## config.mk

```make
export PLATFORM = sky130hd
export DESIGN_NAME = uart_tx_sched
export DESIGN_NICKNAME = d
export VERILOG_FILES = /design/src/rtl/uart_pkg.sv /design/src/rtl/rr_arbiter.sv /design/src/rtl/uart_tx_sched.sv
export SDC_FILE = /design/constraint.sdc
export NUM_CORES = 1
export LEC_CHECK = 0
export ABC_AREA = 1
export CORE_MARGIN = 5
export CORE_UTILIZATION = 40
export CTS_BUF_LIST = sky130_fd_sc_hd__clkbuf_8
export CTS_CLUSTER_SIZE = 16
export DETAILED_ROUTE_END_ITERATION = 7
export PLACE_DENSITY = 0.75
export REMOVE_ABC_BUFFERS = 1
export SLEW_MARGIN = 20
export SYNTH_ARGS = -nofsm -noshare
export SYNTH_HDL_FRONTEND = slang
export SYNTH_HIERARCHICAL = 1
export SYNTH_SLANG_ARGS = --single-unit
export TNS_END_PERCENT = 30
```

## constraint.sdc

```tcl
create_clock -name clk_i -period 3.6 [get_ports clk_i]
set_input_delay 1.08 -clock clk_i [delete_from_list [all_inputs] [get_ports clk_i]]
set_output_delay 1.08 -clock clk_i [all_outputs]
set_load 0.1 [all_outputs]
```

## src/rtl/uart_pkg.sv

```systemverilog
// Shared definitions for the UART transmit scheduler: controller states,
// supported baud rates and the rate-check helper.
package uart_pkg;

  typedef enum logic [2:0] {
    ST_IDLE      = 3'd0,
    ST_LAUNCH    = 3'd1,
    ST_WAIT_ACK  = 3'd2,
    ST_WAIT_DONE = 3'd3,
    ST_SETTLE    = 3'd4
  } state_e;

  localparam int BAUD_W = 17;

  localparam logic [BAUD_W-1:0] BAUD_4800   = 17'd4800;
  localparam logic [BAUD_W-1:0] BAUD_9600   = 17'd9600;
  localparam logic [BAUD_W-1:0] BAUD_14400  = 17'd14400;
  localparam logic [BAUD_W-1:0] BAUD_19200  = 17'd19200;
  localparam logic [BAUD_W-1:0] BAUD_38400  = 17'd38400;
  localparam logic [BAUD_W-1:0] BAUD_57600  = 17'd57600;
  localparam logic [BAUD_W-1:0] BAUD_115200 = 17'd115200;
  localparam logic [BAUD_W-1:0] BAUD_128000 = 17'd128000;

  // Also the clock generator's fallback for unknown settings.
  localparam logic [BAUD_W-1:0] BAUD_DEFAULT = BAUD_9600;

  function automatic logic baud_supported(input logic [BAUD_W-1:0] rate);
    case (rate)
      BAUD_4800, BAUD_9600, BAUD_14400, BAUD_19200,
      BAUD_38400, BAUD_57600, BAUD_115200, BAUD_128000: return 1'b1;
      default: return 1'b0;
    endcase
  endfunction

endpackage

```

## src/rtl/rr_arbiter.sv

```systemverilog
// Combinational round-robin arbiter: first active request scanning upward
// from the slot after ptr_i, wrapping at N-1.
module rr_arbiter #(
  parameter int N = 4
) (
  input  logic [N-1:0]         req_i,
  input  logic [$clog2(N)-1:0] ptr_i,
  output logic [N-1:0]         grant_o,
  output logic [$clog2(N)-1:0] idx_o
);

  localparam int IW = $clog2(N);

  always_comb begin
    logic [IW-1:0] k;
    logic          found;
    grant_o = '0;
    idx_o   = '0;
    found   = 1'b0;
    k       = '0;
    for (int i = 1; i <= N; i++) begin
      k = IW'((int'(ptr_i) + i) % N);
      if (!found && req_i[k]) begin
        found      = 1'b1;
        grant_o[k] = 1'b1;
        idx_o      = k;
      end
    end
  end

endmodule

```

## src/rtl/uart_tx_sched.sv

```systemverilog
// Shares one UART transmitter among N_REQ byte requesters and applies baud
// changes only while the line is idle, followed by a settle window.
module uart_tx_sched
  import uart_pkg::*;
#(
  parameter int N_REQ         = 4,
  parameter int SETTLE_CYCLES = 32,
  parameter int ACK_TIMEOUT   = 1024
) (
  input  logic                     clk_i,
  input  logic                     rst_i,
  input  logic [N_REQ-1:0]         req_valid_i,
  input  logic [8*N_REQ-1:0]       req_data_i,
  output logic [N_REQ-1:0]         req_ready_o,
  input  logic                     baud_req_valid_i,
  input  logic [16:0]              baud_req_i,
  output logic                     baud_req_ready_o,
  output logic [16:0]              baud_o,
  output logic                     tx_start_o,
  output logic [7:0]               tx_data_o,
  input  logic                     tx_busy_i,
  output logic [$clog2(N_REQ)-1:0] grant_id_o,
  output logic                     cfg_err_o,
  output logic                     tx_err_o,
  output logic [2:0]               state_o
);

  // Handshake: a transfer occurs in any cycle where valid and ready are both
  // high. Ready is raised combinationally, only in IDLE; requesters hold valid
  // and data stable until they see ready.

  localparam int IW   = $clog2(N_REQ);
  localparam int CMAX = (ACK_TIMEOUT > SETTLE_CYCLES) ? ACK_TIMEOUT : SETTLE_CYCLES;
  localparam int CW   = $clog2(CMAX + 1);

  localparam logic [CW-1:0] ACK_LAST    = CW'(ACK_TIMEOUT - 1);
  localparam logic [CW-1:0] SETTLE_LAST = CW'(SETTLE_CYCLES - 1);

  state_e          state_q, state_d;
  logic [16:0]     baud_q, baud_d;
  logic [7:0]      data_q, data_d;
  logic [IW-1:0]   grant_q, grant_d;
  logic [CW-1:0]   cnt_q, cnt_d;
  logic            cfg_err_q, cfg_err_d;

  logic [N_REQ-1:0] arb_grant;
  logic [IW-1:0]    arb_idx;
  logic             arb_any;

  rr_arbiter #(.N(N_REQ)) u_arb (
    .req_i   (req_valid_i),
    .ptr_i   (grant_q),
    .grant_o (arb_grant),
    .idx_o   (arb_idx)
  );

  assign arb_any = |arb_grant;

  always_ff @(posedge clk_i) begin
    if (rst_i) begin
      state_q   <= ST_IDLE;
      baud_q    <= BAUD_DEFAULT;
      data_q    <= '0;
      grant_q   <= IW'(N_REQ - 1);
      cnt_q     <= '0;
      cfg_err_q <= 1'b0;
    end else begin
      state_q   <= state_d;
      baud_q    <= baud_d;
      data_q    <= data_d;
      grant_q   <= grant_d;
      cnt_q     <= cnt_d;
      cfg_err_q <= cfg_err_d;
    end
  end

  always_comb begin
    state_d          = state_q;
    baud_d           = baud_q;
    data_d           = data_q;
    grant_d          = grant_q;
    cnt_d            = cnt_q;
    cfg_err_d        = 1'b0;
    req_ready_o      = '0;
    baud_req_ready_o = 1'b0;
    tx_start_o       = 1'b0;
    tx_err_o         = 1'b0;

    case (state_q)
      ST_IDLE: begin
        // A pending baud request blocks data accepts for this cycle.
        if (baud_req_valid_i) begin
          baud_req_ready_o = 1'b1;
          if (baud_supported(baud_req_i)) begin
            baud_d  = baud_req_i;
            cnt_d   = '0;
            state_d = ST_SETTLE;
          end else begin
            cfg_err_d = 1'b1;
          end
        end else if (arb_any) begin
          req_ready_o = arb_grant;
          data_d      = req_data_i[{arb_idx, 3'b000} +: 8];
          grant_d     = arb_idx;
          state_d     = ST_LAUNCH;
        end
      end
      ST_LAUNCH: begin
        tx_start_o = 1'b1;
        cnt_d      = '0;
        state_d    = ST_WAIT_ACK;
      end
      ST_WAIT_ACK: begin
        // Busy wins over a timeout landing in the same cycle.
        if (tx_busy_i) begin
          state_d = ST_WAIT_DONE;
        end else if (cnt_q == ACK_LAST) begin
          tx_err_o = 1'b1;
          state_d  = ST_IDLE;
        end else begin
          cnt_d = cnt_q + 1'b1;
        end
      end
      ST_WAIT_DONE: begin
        if (!tx_busy_i) state_d = ST_IDLE;
      end
      ST_SETTLE: begin
        if (cnt_q == SETTLE_LAST) state_d = ST_IDLE;
        else                      cnt_d   = cnt_q + 1'b1;
      end
      default: state_d = ST_IDLE;
    endcase
  end

  assign baud_o     = baud_q;
  assign tx_data_o  = data_q;
  assign grant_id_o = grant_q;
  assign cfg_err_o  = cfg_err_q;
  assign state_o    = state_q;

endmodule

```

==> run summary <==
In this run the power spent charging and discharging nets is 0.00230 W. At the end of the flow the core is filled with cells to 0.599. The via count of the first global-routing pass came to 3570.

The number of violations reported at the end of detailed-routing iteration 0 is 150. The CTS sink count came out at 42. Of all nets on the critical path, the largest fanout is 6. In this run the worst hold path is classified as reg2reg.

The count of yosys warnings during synthesis is 6. The overall die height is 99.2 um. The detail-routed net length per standard cell is 13.1 um. The worst path arrival time came out at 2.47 ns. The standard-cell row count is 32. The routed layout has 3672 vias. The headroom to the max-slew limit is 0.707.

The later-pin clock latency in the skew report came out at 0.30 ns. The number of top-level design ports came out at 95. The fraction of layout instances using a drive strength above 1 came out at 0.241. The cell area after synthesis is 3180 um^2.

The number of pins with negative max-slew slack in the final report is 0. The kind of critical path is in2out. The area added between synthesis and finish came out at 45.5%. For this run, the register share of the synthesized area comes to 0.264. The worst setup path is launched from an input pin. The share of flip-flops with an asynchronous set or reset came out at 0. The slack of the critical path came out at 0.0521 ns. Of the total power, combinational logic draws 0.766. The first global-routing pass estimated 16.2 mm of wire.

Across all register-to-register paths, the minimum setup slack is 0.45 ns. The overall die area came out at 9840 um^2. The antenna diode count came out at 0. The initial antenna violation count came out at 0.

The number of fill cells is 727. The iteration count of the initial detailed-routing pass came out at 4. The most common library cell in the layout ignoring fill and taps is sky130_fd_sc_hd__nor2_1. The setup clock skew after layout is 0.00744 ns. The H-tree was split into 2 levels. The register bit count reported by yosys came out at 42.

After detailed routing, the number of vias per cell comes to 4.90. At the pin with the least slew margin, the transition time is 0.437 ns. The net total in the final layout is 712.

The count of input and output buffers is 94. The largest net degree at the start of global routing came out at 22. The total overflow left after global routing is 0. The post-detailed-placement half-perimeter wirelength came out at 7.35 mm. The leakage power of the design came out at 2.13 nW.

Clock-pin slew was measured on the worst setup and hold paths at 0.08 ns. The floorplan step set the die width to 99.2 um. CTS placed an instance of sky130_fd_sc_hd__clkbuf_8 at the clock tree root. The share of total power dissipated in sequential elements is 0.156.

The remaining design rule violation count is 0. The internal power component came out at 0.00185 W. Routability-driven placement finished with a final weighted congestion of 0.892.

The relative contribution of the clock network to total power is 0.078. For this run, the leading register cell type out of synthesis is sky130_fd_sc_hd__dfxtp_1. TritonCTS built the clock tree. For this configuration, the core starts out at a cell density of 0.412. The tool flagged a number of max-cap violations equal to 0. The flow ran to the end, and the final reports show no timing, DRC or antenna violations. The library cells used most frequently in the layout, excluding fill and tap cells, are sky130_fd_sc_hd__nor2_1 (112), sky130_fd_sc_hd__nand2_1 (101), sky130_fd_sc_hd__buf_4 (74), sky130_fd_sc_hd__clkdlybuf4s50_1 (52), sky130_fd_sc_hd__nand3_1 (49). The gate count of the mapped netlist came out at 517. The maximum number of buffers from clock root to sink is 2. The upper clock frequency limit came out at 282 MHz. In this run, CTS created clock tree buffers numbering 5. The global router's overall resource usage came out at 0.194. OpenSTA, run right after detailed placement, puts the worst setup slack at -0.258 ns. The switching part of the total is 0.555. The worst vdd rail ir drop is 1.08 mV. After synthesis, the mean cell area works out to 6.16 um^2. The total wirelength of the detailed-routed design came out at 9.78 mm. The final-report hold violation count came out at 0.

The power density normalized to cell area is 896 nW/um^2. The core region is 7730 um^2. Setup violations remaining at the end of the flow were counted as 0. Synthesis instantiated 38 different standard cells from the library. The endpoint kind of the worst setup timing path is a primary output.

The minimum period implied by the final worst setup slack is 3.55 ns. Hold repair after CTS inserted 0 buffers. The number of antenna-violating nets in the routed design came out at 0. The required time at the endpoint of the critical path came out at 2.52 ns. The number of enable-type register cells in the synthesized netlist is 0. The ratio of final minimum period to clock period came out at 0.986.
==> synth_stat cells, types with 7 or more instances <==
| master | n | area share |
|---|---|---|
| sky130_fd_sc_hd__nor2_1 | 117 | 0.14 |
| sky130_fd_sc_hd__nand2_1 | 107 | 0.13 |
| sky130_fd_sc_hd__nand3_1 | 54 | 0.085 |
| sky130_fd_sc_hd__dfxtp_1 | 42 | 0.26 |
| sky130_fd_sc_hd__inv_1 | 34 | 0.040 |
| sky130_fd_sc_hd__o21ai_0 | 33 | 0.052 |
| sky130_fd_sc_hd__a21oi_1 | 21 | 0.033 |
| sky130_fd_sc_hd__a31oi_1 | 10 | 0.020 |
| sky130_fd_sc_hd__ha_1 | 9 | 0.035 |
| sky130_fd_sc_hd__inv_2 | 8 | 0.0094 |
| sky130_fd_sc_hd__nand2_2 | 8 | 0.016 |
| sky130_fd_sc_hd__nor2_4 | 8 | 0.028 |
| sky130_fd_sc_hd__nand4_1 | 7 | 0.014 |
==> worst max-delay path: stages <==
cell and delay (ns):
sky130_fd_sc_hd__dlygate4sd2_1 0.26, sky130_fd_sc_hd__nand2_2 0.08, sky130_fd_sc_hd__nand2_2 0.10, sky130_fd_sc_hd__nand2_4 0.11
sky130_fd_sc_hd__nand2_4 0.07, sky130_fd_sc_hd__nor2_4 0.15, sky130_fd_sc_hd__a21oi_1 0.11, sky130_fd_sc_hd__nand3_2 0.10
sky130_fd_sc_hd__nand2_2 0.07, sky130_fd_sc_hd__nor2_4 0.14, sky130_fd_sc_hd__buf_12 0.18
==> cell families (layout without fill, tap and decap cells) <==
kind of cell,count (synthesis),in the layout,share of synthesized area
simple gates,330,330,0.487
compound gates,72,72,0.124
buf+inv,61,191,0.0814
flops,42,42,0.264
fa+ha+maj,9,9,0.0354
xor+xnor,3,3,0.00826
==> cell type report <==
| cell class | count | area, um^2 | area share |
|---|---|---|---|
| well taps | 102 | 128 | 0.0276 |
| repair buffers | 136 | 1220 | 0.264 |
| flip-flops and latches | 42 | 841 | 0.182 |
| clock buffers | 5 | 68.8 | 0.0149 |
| inverters | 47 | 189 | 0.0408 |
| multi-input cells | 414 | 2160 | 0.466 |
| clock inverters | 3 | 25.0 | 0.00540 |
==> power groups by stage <==
stage               registers [W]  clock network (W)  logic (W)
global route             0.000663           0.000357    0.00346
CTS                      0.000646           0.000338    0.00304
global placement         0.000652                  0    0.00280
detailed placement       0.000656                  0    0.00281
finish                   0.000647           0.000324    0.00318
floorplan                 0.00112                  0    0.00150
==> path summary, 6_finish.rpt <==
path / start / endpoint / cells after the start
setup reg to reg: grant_id_o[0] / state_o[1] / 22
hold reg to reg: baud_o[5] / baud_o[5] / 2
hold / removal: baud_o[5] / baud_o[5] / 2
setup / recovery: req_valid_i[1] / req_ready_o[0] / 11
==> per-layer routing <==
layer  vias to the layer above  part of all wire  track usage  wire (um)
met5                         -                 0            0          0
met4                         0             0.013       0.0431        131
met3                        15             0.077       0.0624        752
met2                       105              0.47        0.335       4630
met1                      1613              0.44        0.235       4260
li1                       1939                 -            -          -
==> state kept, by name, indices dropped and copies added (netlist names) <==
register    cells
cfg_err_o       1
tx_data_o       8
grant_id_o      2
state_o         3
cnt_q          11
baud_o         17
==> per-stage QoR <==
stage	std cells	setup TNS (ns)	hold slack [ns]	instance area (um^2)	power, W
2_1_floorplan	503	-11.59	0.460	3110	0.00262
3_3_place_gp	719	-0.887	0.441	4310	0.00345
3_5_place_dp	719	-0.943	0.448	4310	0.00347
4_1_cts	746	0	0.463	4560	0.00402
5_1_grt	749	-0.112	0.479	4630	0.00448
6_report	749	0	0.458	4630	0.00415
==> repair_timing <==
action                                 in CTS  in global routing
gates resized for setup                    12                 18
setup endpoints to repair                   4                 15
pin swaps                                  11                  8
setup buffers                              19                  3
endpoints found under the hold margin       0                  0
No activity file was read; power rests on OpenSTA's default activity.
==> RTL change: new RTL, config.mk and constraints unchanged <==
Register the inputs `baud_req_valid_i` and `baud_req_i` before use. The logic sees them one clock later. The other inputs are not delayed to match.
--- a/src/rtl/uart_tx_sched.sv
+++ b/src/rtl/uart_tx_sched.sv
@@ -35,6 +35,14 @@
 
   localparam logic [CW-1:0] ACK_LAST    = CW'(ACK_TIMEOUT - 1);
   localparam logic [CW-1:0] SETTLE_LAST = CW'(SETTLE_CYCLES - 1);
+
+  logic baud_req_valid_q;
+  logic [16:0] baud_req_q;
+
+  always_ff @(posedge clk_i) begin
+    baud_req_valid_q <= baud_req_valid_i;
+    baud_req_q       <= baud_req_i;
+  end
 
   state_e          state_q, state_d;
   logic [16:0]     baud_q, baud_d;
@@ -89,10 +97,10 @@
     case (state_q)
       ST_IDLE: begin
         // A pending baud request blocks data accepts for this cycle.
-        if (baud_req_valid_i) begin
+        if (baud_req_valid_q) begin
           baud_req_ready_o = 1'b1;
-          if (baud_supported(baud_req_i)) begin
-            baud_d  = baud_req_i;
+          if (baud_supported(baud_req_q)) begin
+            baud_d  = baud_req_q;
             cnt_d   = '0;
             state_d = ST_SETTLE;
           end else begin
Behaviour: not the same (a bounded check fails within 4 cycles, from zero or initial values and one cycle with rst_i high).
==> RTL change against the unedited design <==
- final area up 9.3%
- setup slack gained 0.033 ns
- sequential power increased by 39%
- critical path type unchanged
- worst hold slack better by 0.0047 ns
- sequential cell count grew 18
- largest cell class unchanged
- wire length rose by 0.44%
- non-clock buffer count shrank 12
- power grew 6.1%
- area after synthesis grew 13%
==> RTL change: results (changes against the unedited design) <==
run_status: "completed"
min_to: "baud_o[4]"
synth_common_cells: "116 x nor2_1, 106 x nand2_1, 63 x nand3_1"
regToRegSetupSlack_ns: 0.58  # +0.13 ns
syn-instance-count: 551  # +6.6%
clkLatencyLatePin_ns: 0.34  # +0.04 ns
top_layer_used: "met5"
h-tree-depth: 3  # +1
nFillCells: 830  # +14%
met3RoutedLength_um: 634  # -16%
via_per_inst: 4.986  # +1.7%
cts-resized-gates: 11  # -1
cts_buffers: 9  # +4
wl_met1_mm: 4.193  # -1.6%
hpwl_mm: 7.355  # +0.11%
drt_first_iter_violations: 144  # -4.0%
final_core_util_pct: 58.05  # -1.9 points
hp-start: "baud_o[4]"
grt_start_max_net_pins: 32  # +45%
whs_ns: 0.4627  # +0.004681 ns
nets: 736  # +3.4%
placedCellCount: 752  # +4.6%
met3_usage_pct: 5.734  # -0.51 points
crit_arrival_ns: 2.43  # -0.04 ns
track_usage_pct: 18.07  # -1.3 points
seq_area_frac_synth_pct: 33.50  # +7.1 points
finClkSkew_ns: 0.01040  # +0.002958 ns
postRouteWirelength_mm: 9.819  # +0.44%
synthAdderAreaFrac_pct: 3.140  # -0.40 points
synth-xor-area-share_pct: 0  # -0.83 points
synth_cell_types: 33  # -13%
ff2ff_path_depth: 21  # -4.5%
gp_congestion: 0.9079  # +1.8%
grt_pass1_wl_mm: 16.88  # +4.5%
grt_pass1_vias: 3825  # +7.1%
placed_cell_area_sq_mm: 0.004672  # +8.4%
antenna_found_initial: 1  # +1
==> RTL change: worst max-delay path by stage <==
stage | from | endpoint | cells after the start
after global routing | req_valid_i[0] | req_ready_o[0] | 11
after detailed placement | req_valid_i[2] | req_ready_o[0] | 12
after floorplan | state_o[2] | baud_o[10] | 6
after global placement | req_valid_i[2] | req_ready_o[0] | 12
final | req_valid_i[0] | req_ready_o[0] | 11
after CTS | req_valid_i[2] | req_ready_o[0] | 11
==> RTL change: where the power goes <==
group	switching [mW]	leakage [nW]	total [mW]	internal [mW]
Sequential	0.119	0.494	0.899	0.780
Clock	0.267	0.107	0.653	0.387
Combinational	1.86	1.68	2.85	0.990
==> RTL change: cell type report <==
| type | count | area share [%] |
|---|---|---|
| Multi-Input combinational cell | 418 | 41.97 |
| Inverter | 57 | 4.424 |
| Clock inverter | 7 | 1.829 |
| Sequential cell | 60 | 23.80 |
| Clock buffer | 9 | 2.447 |
| Timing Repair Buffer | 124 | 22.86 |
| Tap cell | 108 | 2.669 |
